<file path="src/rtl/tdm_slot_mux_if.sv">
// rtl/tdm_slot_mux_if.sv - schedule controls in, muxed data and slot status out
interface tdm_slot_mux_if #(
    parameter int NUM_CH  = 4,
    parameter int DATA_W  = 8,
    parameter int CNT_W   = 8,
    parameter int SYM_DIV = 13
);
    localparam int CH_W  = (NUM_CH  > 2) ? $clog2(NUM_CH)  : 1;
    localparam int SYM_W = (SYM_DIV > 2) ? $clog2(SYM_DIV) : 1;

    logic                       run;
    logic [NUM_CH-1:0]          ch_en;
    logic [NUM_CH*CNT_W-1:0]    slot_len;
    logic [NUM_CH*DATA_W-1:0]   ch_data;
    logic [DATA_W-1:0]          data_out;
    logic                       data_valid;
    logic [CH_W-1:0]            chan;
    logic [CNT_W-1:0]           count;
    logic [SYM_W-1:0]           sym_cnt;
    logic                       slot_start;
    logic                       frame_start;

    modport master (
        output run, ch_en, slot_len, ch_data,
        input  data_out, data_valid, chan, count, sym_cnt, slot_start, frame_start
    );

    modport slave (
        input  run, ch_en, slot_len, ch_data,
        output data_out, data_valid, chan, count, sym_cnt, slot_start, frame_start
    );
endinterface

</file>
<file path="src/rtl/tdm_slot_mux.sv">
// rtl/tdm_slot_mux.sv - time-division slot scheduler and per-channel data multiplexer
module tdm_slot_mux #(
    parameter int NUM_CH   = 4,
    parameter int DATA_W   = 8,
    parameter int CNT_W    = 8,
    parameter int SYM_DIV  = 13,
    parameter bit SKIP_DIS = 1'b0
) (
    input  logic              clk_i,
    input  logic              rst_i,
    tdm_slot_mux_if.slave     bus
);
    localparam int CH_W  = (NUM_CH  > 2) ? $clog2(NUM_CH)  : 1;
    localparam int SYM_W = (SYM_DIV > 2) ? $clog2(SYM_DIV) : 1;

    logic [CH_W-1:0]    chan_q,        chan_d;
    logic [CNT_W-1:0]   count_q,       count_d;
    logic [SYM_W-1:0]   sym_q,         sym_d;
    logic [DATA_W-1:0]  data_q,        data_d;
    logic               valid_q,       valid_d;
    logic               slot_start_q,  slot_start_d;
    logic               frame_start_q, frame_start_d;

    logic [CNT_W-1:0]   cur_len;
    logic [DATA_W-1:0]  cur_data;
    logic               cur_en;
    logic               tc;
    logic [CH_W-1:0]    chan_nxt;

    always_comb begin
        cur_len  = bus.slot_len[int'(chan_q)*CNT_W +: CNT_W];
        cur_data = bus.ch_data[int'(chan_q)*DATA_W +: DATA_W];
        cur_en   = bus.ch_en[chan_q];
        // >= so that shrinking slot_len below the running count ends the slot at once
        tc       = (count_q >= cur_len);
    end

    // Skip search walks c+1 .. c+NUM_CH (wrapping back to c); with nothing enabled
    // the plain successor stays in place so the schedule keeps rotating.
    always_comb begin
        int  c;
        logic found;
        c        = (int'(chan_q) + 1 >= NUM_CH) ? 0 : int'(chan_q) + 1;
        chan_nxt = CH_W'(c);
        found    = 1'b0;
        if (SKIP_DIS) begin
            for (int k = 1; k <= NUM_CH; k++) begin
                c = int'(chan_q) + k;
                if (c >= NUM_CH) c = c - NUM_CH;
                if (!found && bus.ch_en[c]) begin
                    chan_nxt = CH_W'(c);
                    found    = 1'b1;
                end
            end
        end
    end

    always_comb begin
        chan_d        = chan_q;
        count_d       = count_q;
        sym_d         = sym_q;
        data_d        = '0;
        valid_d       = 1'b0;
        slot_start_d  = 1'b0;
        frame_start_d = 1'b0;
        if (bus.run) begin
            data_d  = cur_en ? cur_data : '0;
            valid_d = cur_en;
            sym_d   = (sym_q == SYM_W'(SYM_DIV - 1)) ? '0 : sym_q + 1'b1;
            if (tc) begin
                count_d       = '0;
                chan_d        = chan_nxt;
                slot_start_d  = 1'b1;
                frame_start_d = (chan_nxt == '0);
            end else begin
                count_d = count_q + 1'b1;
            end
        end
    end

    always_ff @(posedge clk_i) begin
        if (rst_i) begin
            chan_q        <= '0;
            count_q       <= '0;
            sym_q         <= '0;
            data_q        <= '0;
            valid_q       <= 1'b0;
            slot_start_q  <= 1'b0;
            frame_start_q <= 1'b0;
        end else begin
            chan_q        <= chan_d;
            count_q       <= count_d;
            sym_q         <= sym_d;
            data_q        <= data_d;
            valid_q       <= valid_d;
            slot_start_q  <= slot_start_d;
            frame_start_q <= frame_start_d;
        end
    end

    assign bus.data_out    = data_q;
    assign bus.data_valid  = valid_q;
    assign bus.chan        = chan_q;
    assign bus.count       = count_q;
    assign bus.sym_cnt     = sym_q;
    assign bus.slot_start  = slot_start_q;
    assign bus.frame_start = frame_start_q;
endmodule

</file>
<file path="src/flat_wrapper.sv">
// flat-port wrapper written by rule: the top's interface ports become plain ports
module tdm_slot_mux_flat 
#(
    parameter int NUM_CH   = 4,
    parameter int DATA_W   = 8,
    parameter int CNT_W    = 8,
    parameter int SYM_DIV  = 13,
    parameter bit SKIP_DIS = 1'b0
)
  (clk_i, rst_i, bus_run, bus_ch_en, bus_slot_len, bus_ch_data, bus_data_out, bus_data_valid, bus_chan, bus_count, bus_sym_cnt, bus_slot_start, bus_frame_start);
  tdm_slot_mux_if #(.NUM_CH(NUM_CH), .DATA_W(DATA_W), .CNT_W(CNT_W), .SYM_DIV(SYM_DIV)) bus_i ();
  input  logic clk_i;
  input  logic rst_i;
  input wire logic [$bits(bus_i.run)-1:0] bus_run;
  input wire logic [$bits(bus_i.ch_en)-1:0] bus_ch_en;
  input wire logic [$bits(bus_i.slot_len)-1:0] bus_slot_len;
  input wire logic [$bits(bus_i.ch_data)-1:0] bus_ch_data;
  output wire logic [$bits(bus_i.data_out)-1:0] bus_data_out;
  output wire logic [$bits(bus_i.data_valid)-1:0] bus_data_valid;
  output wire logic [$bits(bus_i.chan)-1:0] bus_chan;
  output wire logic [$bits(bus_i.count)-1:0] bus_count;
  output wire logic [$bits(bus_i.sym_cnt)-1:0] bus_sym_cnt;
  output wire logic [$bits(bus_i.slot_start)-1:0] bus_slot_start;
  output wire logic [$bits(bus_i.frame_start)-1:0] bus_frame_start;
  assign bus_i.run = bus_run;
  assign bus_i.ch_en = bus_ch_en;
  assign bus_i.slot_len = bus_slot_len;
  assign bus_i.ch_data = bus_ch_data;
  assign bus_data_out = bus_i.data_out;
  assign bus_data_valid = bus_i.data_valid;
  assign bus_chan = bus_i.chan;
  assign bus_count = bus_i.count;
  assign bus_sym_cnt = bus_i.sym_cnt;
  assign bus_slot_start = bus_i.slot_start;
  assign bus_frame_start = bus_i.frame_start;
  tdm_slot_mux #(.NUM_CH(NUM_CH), .DATA_W(DATA_W), .CNT_W(CNT_W), .SYM_DIV(SYM_DIV), .SKIP_DIS(SKIP_DIS)) u_core (.clk_i(clk_i), .rst_i(rst_i), .bus(bus_i));
endmodule
</file>
<file path="config.mk">
export PLATFORM = sky130hd
export DESIGN_NAME = tdm_slot_mux_flat
export DESIGN_NICKNAME = d
export VERILOG_FILES = /design/src/rtl/tdm_slot_mux_if.sv /design/src/rtl/tdm_slot_mux.sv /design/src/flat_wrapper.sv
export SDC_FILE = /design/constraint.sdc
export NUM_CORES = 1
export LEC_CHECK = 0
export ABC_AREA = 1
export CELL_PAD_IN_SITES_DETAIL_PLACEMENT = 0
export CELL_PAD_IN_SITES_GLOBAL_PLACEMENT = 1
export CORE_UTILIZATION = 27
export CTS_CLUSTER_DIAMETER = 80
export DETAILED_ROUTE_END_ITERATION = 6
export GPL_ROUTABILITY_DRIVEN = 0
export PLACE_DENSITY = 0.84
export SYNTH_ARGS = -nofsm -noshare
export SYNTH_HDL_FRONTEND = slang
export SYNTH_SLANG_ARGS = --single-unit
</file>
<file path="constraint.sdc">
create_clock -name clk_i -period 4.4 [get_ports clk_i]
set_input_delay 0.88 -clock clk_i [delete_from_list [all_inputs] [get_ports clk_i]]
set_output_delay 0.88 -clock clk_i [all_outputs]
set_load 0.01 [all_outputs]
</file>
Word-level counts from Yosys, hierarchy flattened
Index checks and enable logic that the tools add are counted.
W data, S select, Z words.
- reductions and logical operators: 5
- $mul: 0
- multiplexer cells: 6
- bitwise operators: 3
- eq/ne operators: 1
- shift operators: 2
- divide/modulo/power cells: 0
- order comparisons: 3
- add/sub/neg operators: 3
- operators by type and width (cell ; number):
    $shiftx A32 B6 Y8 ; 2
    $add A8 B1 Y8 const B ; 1
    $ge A8 B8 Y1 ; 1
    $mux W8 ; 1
    $reduce_or A3 Y1 ; 2
    $add A4 B1 Y4 const B ; 1
    $eq A4 B4 Y1 const B ; 1
    $mux W4 ; 1
    $add A2 B1 Y3 const B ; 1
    $ge A3 B3 Y1 const B ; 1
    $lt A2 B3 Y1 const B ; 1
    $not A1 Y1 ; 3
    $bmux W1 S2 ; 1
    $logic_not A2 Y1 ; 1
    $mux W1 ; 2
    $mux W2 ; 1
    $reduce_and A2 Y1 ; 1
    $reduce_or A2 Y1 ; 1
- memory bits (writable): 0
- memories: 0
- input bits: 71
- memory bits (read-only): 0
- bits in latches: 0
- register bits: 25

Longest topological paths before layout
Gate-level depths: netlist (run 1).
- word-level depth: 4
- mapped depth: 16

Worst setup path before layout (run 1)
Ideal clock, no wire load.
- path kind: input -> register
- from: in bus_slot_len[15]
- to: reg u_core.count_q[0], in the netlist u_core.bus.count[0]
- stages: 10
- required time: 4284 ps
- path slack: 2184 ps
- buffers on the path: 0
- arrival time: 2101 ps
- cell sequence: nand2_1 -> a32o_1 -> ha_1 -> nand2_1 -> nor2_1 -> nand4_1 -> nand3_1 -> nand2_1 -> nand2_2 -> nor2_1
- longest elaborated chain between the ends: 3
- ends and longest elaborated chain (what ; line ; text):
    from (decl) ; flat_wrapper.sv:16 ; input wire logic [$bits(bus_i.slot_len)-1:0] bus_slot_len;
    $shiftx A32 B6 Y8 ; tdm_slot_mux.sv:31 ; cur_len = bus.slot_len[int'(chan_q)*CNT_W +: CNT_W];
    $ge A8 B8 Y1 ; tdm_slot_mux.sv:35 ; tc = (count_q >= cur_len);
    $mux W8 ; tdm_slot_mux.sv:70 ; if (tc) begin
    to (signal assigned) ; tdm_slot_mux.sv:92 ; count_q <= count_d;
    to (decl) ; tdm_slot_mux.sv:17 ; logic [CNT_W-1:0] count_q, count_d;
No other way between the ends.
A chain may end at the register's enable or synchronous reset.

Worst setup path after layout (run 1)
- from: in bus_slot_len[15]
- to: reg u_core.count_q[4], in the netlist u_core.bus.count[4]
The elaborated chain is that of the path after synthesis.

==> results of run 1 <==
state kept, by name (all words and copies together) (netlist names):
name	cells
u_core.bus.count	8
u_core.bus.slot_start	1
u_core.bus.chan	2
u_core.bus.sym_cnt	4
u_core.bus.data_out	8
u_core.bus.frame_start	1
u_core.bus.data_valid	1
cell type report:
class | count | area [µm²] | area share
inverters | 13 | 51.30 | 0.01942
flip-flops and latches | 25 | 500.5 | 0.1895
well taps | 72 | 90.09 | 0.03411
clock inverters | 1 | 7.507 | 0.002842
repair buffers | 97 | 965.9 | 0.3657
multi-input cells | 181 | 984.7 | 0.3728
clock buffers | 3 | 41.29 | 0.01563
worst max-delay path: cells and delay by family:
family | cells | cell delay (ns)
compound gates | 1 | 0.26
fa+ha+maj | 1 | 0.29
simple gates | 8 | 0.91
buf+inv | 1 | 0.45
cells by family after synthesis:
family | after synthesis | share of synthesized area
and+or+nand+nor | 105 | 0.2700
AOI/OAI and AO/OA | 54 | 0.1962
DFF | 25 | 0.3140
buffers and inverters | 24 | 0.06829
adders and majority gates | 13 | 0.1020
xor gates and xnor gates | 9 | 0.04945
metrics by stage:
stage          area [µm²]  utilization  hold slack, ns  setup slack (ns)  total power, mW
3_5_place_dp         2592       0.4623          0.5056             1.487           0.3656
3_3_place_gp         2592       0.4623          0.5057             1.537           0.3656
5_1_grt              2641       0.4710          0.5560             1.593           0.5291
6_report             2641       0.4710          0.5143             1.782           0.5000
4_1_cts              2641       0.4710          0.5226             1.766           0.5066
2_1_floorplan        1594            -          0.5224             2.184           0.2841
where the power goes:
group          switching (mW)  internal (mW)
combinational          0.0401         0.0817
clock                  0.0753         0.0641
sequential            0.00628          0.232
total                   0.122          0.378
cell usage after synthesis (2+ instances only):
| cell type | n | area (µm²) |
|---|---|---|
| ha_1 | 13 | 162.7 |
| nand2_2 | 2 | 12.51 |
| o22ai_1 | 2 | 12.51 |
| buf_2 | 4 | 20.02 |
| a21oi_1 | 20 | 100.1 |
| a32o_1 | 7 | 70.07 |
| clkbuf_1 | 3 | 11.26 |
| nor2_1 | 52 | 195.2 |
| nand4_1 | 3 | 18.77 |
| buf_1 | 2 | 7.510 |
| xnor2_1 | 3 | 26.28 |
| nand3_1 | 9 | 45.04 |
| dfxtp_1 | 25 | 500.5 |
| inv_1 | 11 | 41.29 |
| o21ai_0 | 23 | 115.1 |
| xor2_1 | 6 | 52.55 |
| nand2_1 | 38 | 142.6 |
path summary, 6_finish.rpt:
check / from / to / slack [ns]
setup / recovery: bus_slot_len[15] / u_core.bus.count[4]$_SDFFE_PP0P_ / 1.78
setup reg to reg: u_core.bus.chan[1]$_SDFFE_PP0P_ / u_core.bus.count[4]$_SDFFE_PP0P_ / 1.96
hold / removal: u_core.bus.sym_cnt[0]$_SDFFE_PP0P_ / u_core.bus.sym_cnt[0]$_SDFFE_PP0P_ / 0.51
hold reg to reg: u_core.bus.sym_cnt[0]$_SDFFE_PP0P_ / u_core.bus.sym_cnt[0]$_SDFFE_PP0P_ / 0.51
metal layers:
metal  vias up  routed length [µm]  global-route usage
li1        945                   -                   -
met2        70                2178              0.2591
met5         -                   0                   0
met4         0                  53             0.04545
met1       787                2464              0.2180
met3         4                 422             0.03103
==> flow_metrics.tcl, run 1 <==
set metrics [dict create \
    power_leakage_nw 1.104 \
    insertion_delay_ns 0.27 \
    ioPinCount 96 \
    crit_arrival_ns 2.78 \
    cts-root-buf "clkbuf_8" \
    max_stage_delay_ns 0.45 \
    power_density_nw_per_um2 189.3 \
    drt_iter0_drc 101 \
    post_cts_resized 0 \
    period_needed_ns 2.618 \
    core_area_um2 5608 \
    synth_edf_count 0 \
    final_cell_mix "clkdlybuf4s50_1, nor2_1, nand2_1, dfxtp_1, o21ai_0" \
    avgSynthCellArea_um2 6.931 \
    worst_pin_slew_ns 0.7628 \
    ys_ff_latch 25 \
    async_flop_share 0 \
    grt_max_degree 40 \
    wl_per_cell_um 13.06 \
    fin_crit_sh 0.5949 \
    grt_overflow 0 \
    syn-num-nets 314 \
    crit_required_ns 4.57 \
    slew_headroom 0.4909 \
    max_freq_mhz 382.0 \
    dp_hpwl_um 3833 \
    cts_made_buffers 3 \
    start_kind "primary input" \
    ys_seq_area_frac 0.3140 \
    die_w_um 78.84 \
    h-tree-depth 1 \
    syn_inst 230 \
    post-cts-setup-buffer-count 0 \
    setup_viol 0 \
    finalClockSkew_ns 0.005445 \
    slew_violations 0 \
    reg2reg_depth 11 \
    dpl.cell_count 388 \
    drive_gt1_frac 0.03438 \
    drtPass1Iterations 4 \
    die_h_um 78.84 \
    whs_path_depth 2 \
    finalHoldViolations 0 \
    row_count 27 \
    yosys_warnings 0 \
    cp-end-kind "flop" \
    maxCapViolCount 0 \
    ir_drop_uv 105.7 \
    grt_pass1_vias 1600 \
    drt-total-wl_um 5119 \
    clk_pin_slew_worst_paths_ns 0.09 \
    drc_errors 0 \
    synthToLayoutAreaGrowth_pct 65.70 \
    worstSetupPathType "primary input to flop" \
    port_buffers 95 \
    slowest_stage "clkdlybuf4s50_1" \
    ys.flop_type "dfxtp_1" \
    cpMostUsedCell "nand2_1" \
    dieArea_um2 6215 \
    num_antenna_cells 0 \
    status "completed" \
    layout_commonest_cell "clkdlybuf4s50_1" \
    antenna_found_initial 0 \
    n_fill_cell 577 \
    fin_nets 405 \
    yosysUniqueCellTypes 24 \
    fin_tns_setup_ns 0 \
    grtUsageTotal 0.1610 \
    cts.sinks 25 \
    vias 1806 \
    crit_chain "clkdlybuf4s50_1 -> nand2_1 -> a32o_1 -> ha_1 -> nand2_1 -> nor2_1 -> nand4_1 -> nand3_1 -> nand2_1 -> nand2_2 -> nor2_1" \
    detail-route-antenna-nets 0 \
    viasPerCell 4.607 \
    cts.path.max_buffers 2 \
    finalNonFillerCells 392 \
    grt_pass1_wl_um 7852 \
    cts_tree "yes" \
    synthesis.area_um2 1594 \
    cts_hold_buf 0 \
    rsz0062_at_grt "no" \
    crit_fanout 7 \
    min-delay-path-class "flop to flop" \
    initial_core_util 0.2842 \
]
Power figures use the tool's default switching activity.
==> inputs of run 2 (changes only) <==
Settings changed: CORE_UTILIZATION 27 to 25, PLACE_DENSITY 0.84 to 0.78.
Clock period 4.4 ns to 2.5 ns, I/O delays scaled along.
==> flow_metrics.tcl, run 2 (synthesis results as in run 1) <==
set metrics [dict create \
    hold_path_startpoint "u_core.bus.sym_cnt[0]$_SDFFE_PP0P_" \
    start_kind "flop" \
    fin_tns_setup_ns 0 \
    drive_gt1_frac 0.04923 \
    fin_crit_sh 0.8535 \
    grt_overflow 0 \
    finalHoldViolations 0 \
    synthToLayoutAreaGrowth_pct 68.29 \
    slowest_stage "inv_1" \
    worst_pin_slew_ns 0.5432 \
    holdWs_ns 0.5282 \
    clk_pin_slew_worst_paths_ns 0.10 \
    finalPower_mw 0.8847 \
    post_cts_resized 0 \
    ioPinCount 96 \
    min_to "u_core.bus.sym_cnt[0]$_SDFFE_PP0P_" \
    crit_required_ns 2.67 \
    port_buffers 95 \
    row_count 28 \
    crit_arrival_ns 2.30 \
    final_cell_area_um2 2683 \
    setup_ws_ns 0.3663 \
    insertion_delay_ns 0.27 \
    maxCapViolCount 0 \
    slew_headroom 0.6375 \
    wl_per_cell_um 13.14 \
    cts-root-buf "clkbuf_8" \
    dpl.cell_count 396 \
    cts_tree "yes" \
    n_fill_cell 608 \
    crit_fanout 18 \
    reg2reg_from "u_core.bus.chan[1]$_SDFFE_PP0P_" \
    fin_nets 410 \
    max_stage_delay_ns 0.40 \
    power_leakage_nw 1.128 \
    cts.sinks 25 \
    power_density_nw_per_um2 329.8 \
    grt_max_degree 30 \
    final_cell_mix "clkdlybuf4s50_1, nor2_1, nand2_1, dfxtp_1, o21ai_0" \
    vias 1845 \
    cts.path.max_buffers 2 \
    grtUsageTotal 0.1508 \
    grt_pass1_vias 1726 \
    status "completed" \
    reg2reg_depth 11 \
    place_ws_ns 0.1064 \
    drtPass1Iterations 4 \
    cts_made_buffers 3 \
    cp-end-kind "flop" \
    detail-route-antenna-nets 0 \
    antenna_found_initial 0 \
    layout_commonest_cell "clkdlybuf4s50_1" \
    dieArea_um2 6699 \
    initial_core_util 0.2645 \
    max_freq_mhz 468.7 \
    worstSetupPathType "flop to flop" \
    cts_hold_buf 0 \
    crit_chain "inv_1 -> a21oi_1 -> a32o_1 -> ha_1 -> nand2_1 -> nor2_1 -> nand4_1 -> nand3_1 -> nand2_1 -> nand2_2 -> nor2_1" \
    h-tree-depth 1 \
    ir_drop_uv 205.8 \
    rr_endpoint "u_core.bus.count[7]$_SDFFE_PP0P_" \
    whs_path_depth 2 \
    drc_errors 0 \
    slew_violations 0 \
    core_area_um2 6026 \
    drt_iter0_drc 52 \
    die_w_um 81.85 \
    min-delay-path-class "flop to flop" \
    dpl_cell_area_um2 2634 \
    drt-total-wl_um 5257 \
    r2r_slack_ns 0.37 \
    setup_viol 0 \
    fin_util 0.4452 \
    post-cts-setup-buffer-count 0 \
    finalNonFillerCells 400 \
    num_antenna_cells 0 \
    grt_pass1_wl_um 7872 \
    viasPerCell 4.613 \
    period_needed_ns 2.134 \
    die_h_um 81.85 \
    dp_hpwl_um 4123 \
    finalClockSkew_ns 0.008037 \
    rsz0062_at_grt "no" \
]
## run 2: layout make-up
cell class / count / area, µm² / share of cell area
inverters: 13 / 51.30 / 0.01912
flip-flops and latches: 25 / 500.5 / 0.1866
multi-input cells: 181 / 984.7 / 0.3671
well taps: 75 / 93.84 / 0.03498
clock buffers: 3 / 41.29 / 0.01539
clock inverters: 1 / 7.507 / 0.002799
repair buffers: 102 / 1003 / 0.3741
## run 2: metal layers
layer	track usage	vias to the layer above	share of wire	routed length, µm
met5	0	-	0	0
met3	0.04444	4	0.12	620
met4	0.04386	0	0.013	68
met2	0.2545	69	0.43	2250
li1	-	959	-	-
met1	0.1833	813	0.44	2317
## run 2: worst max path at each step
stage / startpoint / end / slack, ns / cells past startpoint
finish: u_core.bus.chan[1]$_SDFFE_PP0P_ / u_core.bus.count[7]$_SDFFE_PP0P_ / 0.37 / 11
global route: u_core.bus.chan[1]$_SDFFE_PP0P_ / u_core.bus.count[4]$_SDFFE_PP0P_ / 0.06 / 11
CTS: u_core.bus.chan[1]$_SDFFE_PP0P_ / u_core.bus.count[7]$_SDFFE_PP0P_ / 0.33 / 11
detailed placement: bus_slot_len[15] / u_core.bus.count[7]$_SDFFE_PP0P_ / 0.11 / 11
global placement: bus_slot_len[15] / u_core.bus.count[7]$_SDFFE_PP0P_ / 0.14 / 11
floorplan: u_core.bus.chan[0]$_SDFFE_PP0P_ / u_core.bus.count[0]$_SDFFE_PP0P_ / 0.30 / 12
## run 2: worst max-delay path: cells and delay by family (launching register included)
family / cells / cell delay (ns)
AND/OR/NAND/NOR: 7 / 0.70
buffers and inverters: 1 / 0.40
flip-flops: 1 / 0.32
AO/OA/AOI/OAI: 2 / 0.31
adder cells (fa/ha/maj): 1 / 0.29
## run 2: report_power, final
part | total, mW | switching [mW] | internal (mW)
clock network | 0.248 | 0.135 | 0.113
registers | 0.421 | 0.0114 | 0.409
logic | 0.216 | 0.0708 | 0.145
total | 0.885 | 0.217 | 0.668
==> inputs of run 3 (changes only) <==
Settings changed: CELL_PAD_IN_SITES_DETAIL_PLACEMENT 0 to 2, CELL_PAD_IN_SITES_GLOBAL_PLACEMENT 1 to 2, CORE_UTILIZATION 25 to 18, PLACE_DENSITY 0.78 to 0.76.
==> flow_metrics.tcl, run 3 (synthesis results as in run 1) <==
set metrics [dict create \
    status "completed" \
    synthToLayoutAreaGrowth_pct 71.66 \
    setup_viol 0 \
    r2r_slack_ns 0.24 \
    ioPinCount 96 \
    cts_hold_buf 0 \
    start_kind "flop" \
    cts_tree "yes" \
    maxCapViolCount 0 \
    rsz0062_at_grt "no" \
    slew_violations 0 \
    cts_made_buffers 3 \
    min_to "u_core.bus.sym_cnt[0]$_SDFFE_PP0P_" \
    grt_pass1_wl_um 9660 \
    fin_tns_setup_ns 0 \
    period_needed_ns 2.262 \
    min-delay-path-class "flop to flop" \
    layout_commonest_cell "clkdlybuf4s50_1" \
    dieArea_um2 9236 \
    power_density_nw_per_um2 339.0 \
    cts.sinks 25 \
    power_leakage_nw 1.142 \
    reg2reg_depth 13 \
    finalClockSkew_ns 0.01910 \
    viasPerCell 4.454 \
    drc_errors 0 \
    fin_nets 412 \
    die_w_um 96.11 \
    cp-end-kind "flop" \
    die_h_um 96.11 \
    cts.path.max_buffers 2 \
    finalHoldViolations 0 \
    grt_max_degree 30 \
    wl_per_cell_um 14.87 \
    crit_fanout 29 \
    num_antenna_cells 0 \
    worstSetupPathType "flop to flop" \
    finalPower_mw 0.9276 \
    reg2reg_from "u_core.bus.chan[0]$_SDFFE_PP0P_" \
    vias 1924 \
    final_cell_mix "clkdlybuf4s50_1, nor2_1, nand2_1, dfxtp_1, o21ai_0" \
    cts-root-buf "clkbuf_8" \
    whs_path_depth 2 \
    grt_overflow 0 \
    crit_arrival_ns 2.47 \
    drt_iter0_drc 26 \
    clk_pin_slew_worst_paths_ns 0.12 \
    ir_drop_uv 179.1 \
    fin_util 0.3265 \
    initial_core_util 0.1902 \
    fin_crit_sh 0.9048 \
    h-tree-depth 1 \
    slew_headroom 0.7322 \
    post-cts-setup-buffer-count 0 \
    grtUsageTotal 0.1363 \
    drtPass1Iterations 4 \
    insertion_delay_ns 0.29 \
    post_cts_resized 0 \
    port_buffers 95 \
    core_area_um2 8382 \
    worst_pin_slew_ns 0.4010 \
    antenna_found_initial 0 \
    max_freq_mhz 442.1 \
    grt_pass1_vias 1957 \
    row_count 33 \
    detail-route-antenna-nets 0 \
    crit_required_ns 2.71 \
    hold_path_startpoint "u_core.bus.sym_cnt[0]$_SDFFE_PP0P_" \
    drt-total-wl_um 6425 \
    drive_gt1_frac 0.05505 \
    rr_endpoint "u_core.bus.count[5]$_SDFFE_PP0P_" \
    dp_hpwl_um 5126 \
]
## run 3: layer usage
layer  global-route usage  wire length [µm]  vias up
li1                     -                 -      963
met2               0.2364              3071       53
met1               0.1764              2899      906
met5                    0                 0        -
met4              0.02239                14        0
met3              0.02607               440        2
## run 3: worst max path at each step
stage                                        to                       startpoint  slack, ns
4_1_cts        u_core.bus.count[5]$_SDFFE_PP0P_  u_core.bus.chan[0]$_SDFFE_PP0P_       0.21
3_5_place_dp   u_core.bus.count[5]$_SDFFE_PP0P_                 bus_slot_len[13]       0.01
6_report       u_core.bus.count[5]$_SDFFE_PP0P_  u_core.bus.chan[0]$_SDFFE_PP0P_       0.24
3_3_place_gp   u_core.bus.count[7]$_SDFFE_PP0P_                 bus_slot_len[15]        0.1
2_1_floorplan  u_core.bus.count[0]$_SDFFE_PP0P_  u_core.bus.chan[0]$_SDFFE_PP0P_       0.30
5_1_grt        u_core.bus.count[5]$_SDFFE_PP0P_  u_core.bus.chan[0]$_SDFFE_PP0P_      0.004
## run 3: critical path, cell delays in order (launching register included)
cell     delay [ns]
dfxtp_1        0.38
buf_4          0.34
a21oi_1        0.15
a32o_1         0.23
ha_1           0.30
nand2_1        0.08
inv_1          0.05
nand2_1        0.06
nand2_1        0.05
nand2_1        0.06
nand3_1        0.08
nand2_1        0.12
nand2_2        0.13
nor2_1         0.13
## run 3: layout make-up
type | instances | area [µm²]
fillers | 1008 | 5645
repair buffers | 104 | 1018
multi-input cells | 181 | 984.7
flip-flops and latches | 25 | 500.5
well taps | 105 | 131.4
inverters | 13 | 51.30
clock buffers | 3 | 41.29
clock inverters | 1 | 8.758
## run 3: metrics by stage
| step | worst slack, ns | std cells | hold WS (ns) | instance area (µm²) |
|---|---|---|---|---|
| 6_report | 0.2380 | 432 | 0.5393 | 2736 |
| 5_1_grt | 0.003555 | 432 | 0.5700 | 2736 |
| 4_1_cts | 0.2085 | 432 | 0.5454 | 2736 |
| 3_5_place_dp | 0.01104 | 428 | 0.5281 | 2686 |
| 3_3_place_gp | 0.09686 | 428 | 0.5080 | 2686 |
| 2_1_floorplan | 0.2955 | 230 | 0.5224 | 1594 |
## run 3: power by group
| part | total, mW | switching (mW) | internal (mW) | leakage, nW |
|---|---|---|---|---|
| clock network | 0.282 | 0.164 | 0.118 | 0.0261 |
| logic | 0.225 | 0.0768 | 0.148 | 0.912 |
| registers | 0.421 | 0.0120 | 0.409 | 0.203 |
| total | 0.928 | 0.253 | 0.675 | 1.14 |
